===== src/rtl/pe_row_scheduler_if.sv =====
// Request/response bundle between the row scheduler and the Q/K/V fetch
// units, the PE output strobe and the OSRAM write port.
interface pe_row_scheduler_if #(
    parameter int ADDR_W = 12
);
    logic              q_req_vld;
    logic              q_req_rdy;
    logic [ADDR_W-1:0] q_req_addr;
    logic              kv_req_vld;
    logic              kv_req_rdy;
    logic [ADDR_W-1:0] kv_req_addr;
    logic              kv_req_last;
    logic              pe_out_vld;
    logic              o_sram_rdy;
    logic              o_wr_en;
    logic [ADDR_W-1:0] o_wr_addr;

    modport master (
        output q_req_vld, q_req_addr,
        input  q_req_rdy,
        output kv_req_vld, kv_req_addr, kv_req_last,
        input  kv_req_rdy,
        input  pe_out_vld, o_sram_rdy,
        output o_wr_en, o_wr_addr
    );

    modport slave (
        input  q_req_vld, q_req_addr,
        output q_req_rdy,
        input  kv_req_vld, kv_req_addr, kv_req_last,
        output kv_req_rdy,
        output pe_out_vld, o_sram_rdy,
        input  o_wr_en, o_wr_addr
    );
endinterface


===== src/rtl/pe_row_scheduler.sv =====
// Sequences one attention job through a single PE, one query row at a time:
// Q fetch, NUM_KV K/V fetches, then wait for the PE result and write it to OSRAM.
module pe_row_scheduler #(
    parameter int ADDR_W = 12,
    parameter int CNT_W  = 10
) (
    input  logic                 clk,
    input  logic                 rst,
    input  logic                 start,
    input  logic [CNT_W-1:0]     cfg_num_q,
    input  logic [CNT_W-1:0]     cfg_num_kv,
    input  logic [ADDR_W-1:0]    cfg_q_base,
    input  logic [ADDR_W-1:0]    cfg_kv_base,
    input  logic [ADDR_W-1:0]    cfg_o_base,
    pe_row_scheduler_if.master   bus,
    output logic                 busy,
    output logic                 done
);

    typedef enum logic [2:0] {
        IDLE,
        LOAD_Q,
        STREAM,
        DRAIN,
        FIN
    } state_t;

    state_t state, state_nxt;

    logic [CNT_W-1:0]  num_q;
    logic [CNT_W-1:0]  num_kv;
    logic [ADDR_W-1:0] q_base;
    logic [ADDR_W-1:0] kv_base;
    logic [ADDR_W-1:0] o_base;
    logic [CNT_W-1:0]  row;
    logic [CNT_W-1:0]  kv;

    logic kv_last;
    logic row_last;
    logic kv_fire;
    logic wr_fire;

    assign kv_last  = (kv == num_kv - CNT_W'(1));
    assign row_last = (row == num_q - CNT_W'(1));

    // Addresses are sums of latched registers only, so they hold steady while a request stalls
    always_comb begin
        bus.q_req_addr  = q_base  + ADDR_W'(row);
        bus.kv_req_addr = kv_base + ADDR_W'(kv);
        bus.o_wr_addr   = o_base  + ADDR_W'(row);
        bus.kv_req_last = (state == STREAM) && kv_last;
    end

    // State register
    always_ff @(posedge clk or posedge rst) begin
        if (rst) begin
            state <= IDLE;
        end else begin
            state <= state_nxt;
        end
    end

    // Next-state and state-decoded outputs; ready inputs only steer the next state, never a valid
    always_comb begin
        state_nxt      = state;
        bus.q_req_vld  = 1'b0;
        bus.kv_req_vld = 1'b0;
        bus.o_wr_en    = 1'b0;
        busy           = 1'b1;
        done           = 1'b0;
        kv_fire        = 1'b0;
        wr_fire        = 1'b0;
        case (state)
            IDLE: begin
                busy = 1'b0;
                if (start) begin
                    if (cfg_num_q == '0 || cfg_num_kv == '0) begin
                        state_nxt = FIN;
                    end else begin
                        state_nxt = LOAD_Q;
                    end
                end
            end
            LOAD_Q: begin
                bus.q_req_vld = 1'b1;
                if (bus.q_req_rdy) begin
                    state_nxt = STREAM;
                end
            end
            STREAM: begin
                bus.kv_req_vld = 1'b1;
                kv_fire        = bus.kv_req_rdy;
                if (kv_fire && kv_last) begin
                    state_nxt = DRAIN;
                end
            end
            DRAIN: begin
                wr_fire     = bus.pe_out_vld & bus.o_sram_rdy;
                bus.o_wr_en = wr_fire;
                if (wr_fire) begin
                    state_nxt = row_last ? FIN : LOAD_Q;
                end
            end
            FIN: begin
                done      = 1'b1;
                state_nxt = IDLE;
            end
            default: begin
                state_nxt = IDLE;
            end
        endcase
    end

    // Job configuration latch and row / K/V counters
    always_ff @(posedge clk or posedge rst) begin
        if (rst) begin
            num_q   <= '0;
            num_kv  <= '0;
            q_base  <= '0;
            kv_base <= '0;
            o_base  <= '0;
            row     <= '0;
            kv      <= '0;
        end else begin
            case (state)
                IDLE: begin
                    if (start) begin
                        num_q   <= cfg_num_q;
                        num_kv  <= cfg_num_kv;
                        q_base  <= cfg_q_base;
                        kv_base <= cfg_kv_base;
                        o_base  <= cfg_o_base;
                        row     <= '0;
                        kv      <= '0;
                    end
                end
                STREAM: begin
                    if (kv_fire) begin
                        kv <= kv_last ? '0 : kv + CNT_W'(1);
                    end
                end
                DRAIN: begin
                    if (wr_fire && !row_last) begin
                        row <= row + CNT_W'(1);
                    end
                end
                default: begin
                end
            endcase
        end
    end

endmodule


===== src/flat_wrapper.sv =====
// flat-port wrapper written by rule: the top's interface ports become plain ports
module pe_row_scheduler_flat 
#(
    parameter int ADDR_W = 12,
    parameter int CNT_W  = 10
)
  (clk, rst, start, cfg_num_q, cfg_num_kv, cfg_q_base, cfg_kv_base, cfg_o_base, busy, done, bus_q_req_vld, bus_q_req_addr, bus_q_req_rdy, bus_kv_req_vld, bus_kv_req_addr, bus_kv_req_last, bus_kv_req_rdy, bus_pe_out_vld, bus_o_sram_rdy, bus_o_wr_en, bus_o_wr_addr);
  pe_row_scheduler_if #(.ADDR_W(ADDR_W)) bus_i ();
  input  logic clk;
  input  logic rst;
  input  logic start;
  input  logic [CNT_W-1:0] cfg_num_q;
  input  logic [CNT_W-1:0] cfg_num_kv;
  input  logic [ADDR_W-1:0] cfg_q_base;
  input  logic [ADDR_W-1:0] cfg_kv_base;
  input  logic [ADDR_W-1:0] cfg_o_base;
  output logic busy;
  output logic done;
  output wire logic [$bits(bus_i.q_req_vld)-1:0] bus_q_req_vld;
  output wire logic [$bits(bus_i.q_req_addr)-1:0] bus_q_req_addr;
  input wire logic [$bits(bus_i.q_req_rdy)-1:0] bus_q_req_rdy;
  output wire logic [$bits(bus_i.kv_req_vld)-1:0] bus_kv_req_vld;
  output wire logic [$bits(bus_i.kv_req_addr)-1:0] bus_kv_req_addr;
  output wire logic [$bits(bus_i.kv_req_last)-1:0] bus_kv_req_last;
  input wire logic [$bits(bus_i.kv_req_rdy)-1:0] bus_kv_req_rdy;
  input wire logic [$bits(bus_i.pe_out_vld)-1:0] bus_pe_out_vld;
  input wire logic [$bits(bus_i.o_sram_rdy)-1:0] bus_o_sram_rdy;
  output wire logic [$bits(bus_i.o_wr_en)-1:0] bus_o_wr_en;
  output wire logic [$bits(bus_i.o_wr_addr)-1:0] bus_o_wr_addr;
  assign bus_q_req_vld = bus_i.q_req_vld;
  assign bus_q_req_addr = bus_i.q_req_addr;
  assign bus_i.q_req_rdy = bus_q_req_rdy;
  assign bus_kv_req_vld = bus_i.kv_req_vld;
  assign bus_kv_req_addr = bus_i.kv_req_addr;
  assign bus_kv_req_last = bus_i.kv_req_last;
  assign bus_i.kv_req_rdy = bus_kv_req_rdy;
  assign bus_i.pe_out_vld = bus_pe_out_vld;
  assign bus_i.o_sram_rdy = bus_o_sram_rdy;
  assign bus_o_wr_en = bus_i.o_wr_en;
  assign bus_o_wr_addr = bus_i.o_wr_addr;
  pe_row_scheduler #(.ADDR_W(ADDR_W), .CNT_W(CNT_W)) u_core (.clk(clk), .rst(rst), .start(start), .cfg_num_q(cfg_num_q), .cfg_num_kv(cfg_num_kv), .cfg_q_base(cfg_q_base), .cfg_kv_base(cfg_kv_base), .cfg_o_base(cfg_o_base), .bus(bus_i), .busy(busy), .done(done));
endmodule

===== config.mk =====
export PLATFORM = sky130hd
export DESIGN_NAME = pe_row_scheduler_flat
export DESIGN_NICKNAME = d
export VERILOG_FILES = /design/src/rtl/pe_row_scheduler_if.sv /design/src/rtl/pe_row_scheduler.sv /design/src/flat_wrapper.sv
export SDC_FILE = /design/constraint.sdc
export NUM_CORES = 1
export LEC_CHECK = 0
export ABC_AREA = 1
export BUFFER_PORTS_ARGS = -buffer_cell sky130_fd_sc_hd__buf_2
export CAP_MARGIN = 20
export CORE_UTILIZATION = 55
export DETAILED_ROUTE_END_ITERATION = 12
export HOLD_SLACK_MARGIN = 0.05
export PLACE_DENSITY = 0.84
export SETUP_SLACK_MARGIN = 0.4
export SLEW_MARGIN = 30
export SYNTH_ARGS = -nofsm -noshare
export SYNTH_HDL_FRONTEND = slang
export SYNTH_SLANG_ARGS = --single-unit

===== constraint.sdc =====
create_clock -name clk -period 5 [get_ports clk]
set_input_delay 0.25 -clock clk [delete_from_list [all_inputs] [get_ports clk]]
set_output_delay 0.25 -clock clk [all_outputs]
set_load 0.01 [all_outputs]

Yosys cells after proc, flatten, opt, wreduce, memory -nomap -nowiden

Index checks and enable logic that the tools add are counted.
Widths: inputs -> output; s select.

Add/sub/neg operators: 7
Equality and inequality tests: 12
Mux-type cells: 19
Bitwise operators: 1
Reduce and logical (&&, ||, !) cells: 14

Operator list:

| cell                  | count |
|---|---|
| $mux 10               | 4 |
| $pmux 10 s2           | 2 |
| $add 12x10->12        | 3 |
| $add 10x1->10 const B | 2 |
| $eq 10x10->1          | 2 |
| $logic_not 10->1      | 2 |
| $sub 10x1->10 const B | 2 |
| $mux 3                | 6 |
| $pmux 3 s4            | 1 |
| $eq 3x2->1 const B    | 2 |
| $mux 1                | 6 |
| $ne 2x1->1 const B    | 3 |
| $ne 2x2->1 const B    | 3 |
| $reduce_and 3->1      | 2 |
| $reduce_and 4->1      | 1 |
| $reduce_bool 2->1     | 2 |
| $eq 3x1->1 const B    | 1 |
| $eq 3x3->1 const B    | 1 |
| $logic_and 1x1->1     | 3 |
| $logic_not 3->1       | 1 |
| $reduce_and 2->1      | 1 |
| $and 1x1->1           | 1 |
| $logic_not 1->1       | 1 |
| $logic_or 1x1->1      | 1 |

Register bits: 79
Bits of input ports: 63
Output and inout port bits: 42
Logic and storage cells: 61

Longest topological paths before layout

Depth in word-level cells: 6
Mapped depth: 16
Gate-level depth less buffers: 16

Least setup slack after synthesis

Ideal clock, no wire load.

Path kind: register -> output
Start point: reg u_core.row[2]
End point: out bus_q_req_addr[9]
Data arrival time: 1.803 ns
Required time: 4.750 ns
Slack: 2.947 ns
Stages on the path, launching flop included: 8
Path buffers: 0
Cells stage by stage: dfrtp_1 ha_1 a21oi_1 nand2_1 a21boi_0 o21ai_0 a31oi_1 xor2_1

Longest elaborated chain between the ends: 1

Ends and longest elaborated chain:

| item                   | RTL line                | RTL |
|---|---|---|
| from (decl)            | pe_row_scheduler.sv:35  | `logic [CNT_W-1:0] row;` |
| from (signal assigned) | pe_row_scheduler.sv:144 | `row <= row + CNT_W'(1);` |
| $add 12x10->12         | pe_row_scheduler.sv:48  | `bus.q_req_addr = q_base + ADDR_W'(row);` |
| to (decl)              | flat_wrapper.sv:20      | `output wire logic [$bits(bus_i.q_req_addr)-1:0] bus_q_req_addr;` |

Every way passes these cells.

Worst setup path in the final report

Same ends and word-level chain as after synthesis.

==> impl_metrics.toml <==
[global_route]
grt_pass1_vias = 4882
grt_overflow = 0
grt_max_degree = 80
grt_pass1_wl_mm = 21.51
grt_usage = 0.2612
antenna_found_initial = 0

[placed_design]
place.gp.congestion = 0.9143
port_buffers = 104
placedCellCount = 948
hpwl_mm = 10.15

[synthesis]
ys_seq_area_frac = 0.3494
synthesis.instances = 720
syn_area_per_cell_um2 = 7.858
synth_cell_type_count = 39
ys_ff_latch = 79
syn_nets = 820
synth_warnings = 0
synthesis.area_mm2 = 0.005658

[setup_path]
r2r_cells = 6
worstSetupPathType = "register to output port"
critPathLaunchType = "register"
critPathMaxFanout = 6
cp-end-kind = "output port"
cp_data_required_time_ps = 4750
crit_arrival_ps = 2480

[sta]
period_needed_ps = 2726
worst_pin_slew_ps = 713.7
grt_setup_unrepaired = "false"
relSlewSlack = 0.5242
fin_skew_ps = 13.91
finalCritPeriodShare = 0.5452
setup_viol = 0
final.setup.tns_ps = 0
slew_violations = 0
fmax_mhz = 366.9
hold_viol = 0

[route]
routedWlPerCell_um = 13.55
drt-initial-drc-count = 242
drt-total-wl_mm = 13.06
vias = 5068
dr.pass1.iters = 5
drc = 0
ant_nets = 0
viasPerCell = 5.257

[final_layout]
n_antenna_cell = 0
num-nets-final = 926
fin_cells = 964
drive_gt1_frac = 0.2142
area_delta_synth_final_pct = 14.95

[floorplanning]
num_rows = 36
die_w_um = 103.4
core_mm2 = 0.009864
start_util = 0.5736
die_h_um = 103.4
dieArea_mm2 = 0.01070
pin_count = 105

[clock_network]
clkSinkCount = 79
cts_resized = 0
clockBufferDepth = 2
cts_tree = "done"
post_cts_buffers = 0
htree_levels = 3
clkLatencyLatePin_ps = 370
cts_inserted_buffers = 9
clk_pin_slew_worst_paths_ps = 90
holdBufCountCts = 0
clock-root-buffer = "clkbuf_8"

[hold_path]
hold_path.class = "primary input to asynchronous set/reset pin"

[power]
p_leak_uw = 0.003383
total_power_uw = 3905
power.density_mw_per_mm2 = 600.5
ir_worst_vdd_mv = 0.3359

[run_status]
outcome = "completed"

[job]
max_cap_violations = 0
## sequential cells by signal, indices dropped and copies added (netlist names)
signal / flops
u_core.kv_base: 12
u_core.o_base: 12
u_core.q_base: 12
u_core.kv: 10
u_core.num_kv: 10
u_core.num_q: 10
u_core.row: 10
u_core.state: 3
## layout make-up
class,instances,area [um^2]
Timing Repair Buffer,106,539.3
Sequential cell,79,1977
Tap cell,133,166.4
Fill cell,875,3361
Clock buffer,10,137.6
Inverter,98,369.1
Clock inverter,6,50.05
Multi-Input combinational cell,532,3264
## cell usage after synthesis
library cell / n / area (um^2)
nor3_1: 12 / 60.06
nand3_1: 43 / 215.2
mux2_2: 35 / 394.1
o21ai_2: 7 / 61.31
nand3_4: 2 / 35.03
a31oi_1: 3 / 18.77
nor2_1: 64 / 240.2
or2_2: 1 / 6.260
o31ai_1: 3 / 22.52
inv_1: 98 / 367.9
nor2_4: 2 / 22.52
nand3_2: 2 / 20.02
buf_2: 4 / 20.02
fa_1: 3 / 60.06
nor2_2: 3 / 18.77
a21oi_1: 34 / 170.2
ha_1: 34 / 425.4
buf_6: 1 / 11.26
o211ai_1: 1 / 7.510
a211oi_1: 1 / 7.510
o2111ai_1: 2 / 17.52
nand2_2: 1 / 6.260
a21o_1: 1 / 7.510
nand2_4: 1 / 11.26
clkbuf_1: 6 / 22.52
a22oi_1: 2 / 15.01
nand4_1: 11 / 68.82
o22ai_1: 10 / 62.56
nand3b_1: 1 / 7.510
o21bai_1: 3 / 22.52
dfrtp_1: 79 / 1977
xnor2_1: 18 / 157.7
or2_1: 2 / 12.51
nor3b_1: 1 / 7.510
nor3_4: 1 / 16.27
nand2_1: 163 / 611.8
a21boi_0: 3 / 22.52
xor2_1: 31 / 271.5
o21ai_0: 31 / 155.2
## cells in the final DEF (no fill, tap or decap), types with 7 or more instances in the layout
master	n
nand2_1	163
buf_2	104
inv_1	97
dfrtp_1	79
nor2_1	64
nand3_1	43
mux2_2	35
a21oi_1	34
ha_1	34
o21ai_0	31
xor2_1	31
xnor2_1	18
nor3_1	12
nand4_1	11
o22ai_1	10
clkbuf_8	10
o21ai_2	7
## path summary, 6_finish.rpt
path | startpoint | slack, ps | endpoint
worst max register to register | u_core.state[2] | 2870 | u_core.q_base[4]
worst max-delay path | u_core.row[2] | 2270 | bus_q_req_addr[9]
worst min-delay path | rst | 60 | u_core.kv_base[4]
worst min register to register | u_core.q_base[0] | 520 | u_core.q_base[0]
min in group clk | cfg_q_base[8] | 110 | u_core.q_base[8]
max in group asynchronous | rst | 4450 | u_core.state[1]
## kinds of logic (layout without fill, tap and decap cells)
kind of cell,Yosys count,after routing,share of synthesized area
adder cells (fa/ha/maj),37,37,0.08580
XOR/XNOR,49,49,0.07585
multiplexers,35,35,0.06966
flip-flops,79,79,0.3494
AND/OR/NAND/NOR,310,310,0.2404
AO/OA/AOI/OAI,101,101,0.1044
buffers and inverters,109,220,0.07452
## through the flow
| step | worst slack [ps] | hold slack (ps) | area [um^2] | util |
|---|---|---|---|---|
| 2_1_floorplan | 2727 | 400.5 | 5658 | - |
| 3_3_place_gp | 2615 | 482.1 | 6307 | 0.6394 |
| 3_5_place_dp | 2683 | 486.2 | 6312 | 0.6399 |
| 4_1_cts | 2258 | 96.45 | 6500 | 0.6589 |
| 5_1_grt | 2060 | 95.74 | 6504 | 0.6593 |
| 6_report | 2274 | 60.02 | 6504 | 0.6593 |
## metal layers
metal	wire length, um	up-vias	global-route usage
li1	-	2574	-
met1	5583	2331	0.3156
met2	6528	137	0.4605
met3	687	26	0.04973
met4	265	0	0.1008
met5	0	-	0
## worst max-delay path, cell delays in order, from the launching register on
cell and delay, ps:
dfrtp_1 470, ha_1 390, a21oi_1 160, nand2_1 120
a21boi_0 270, o21ai_0 180, a31oi_1 190, xor2_1 170
buf_2 160
## report_power, final
group          switching, uW  internal (uW)  leakage [uW]  total (uW)
combinational           1340            939       0.00232        2280
clock                    263            200     0.0000899         463
sequential               253            910      0.000975        1160
total                   1860           2050       0.00338        3910
Note: power is estimated with default switching activity, not from simulation.
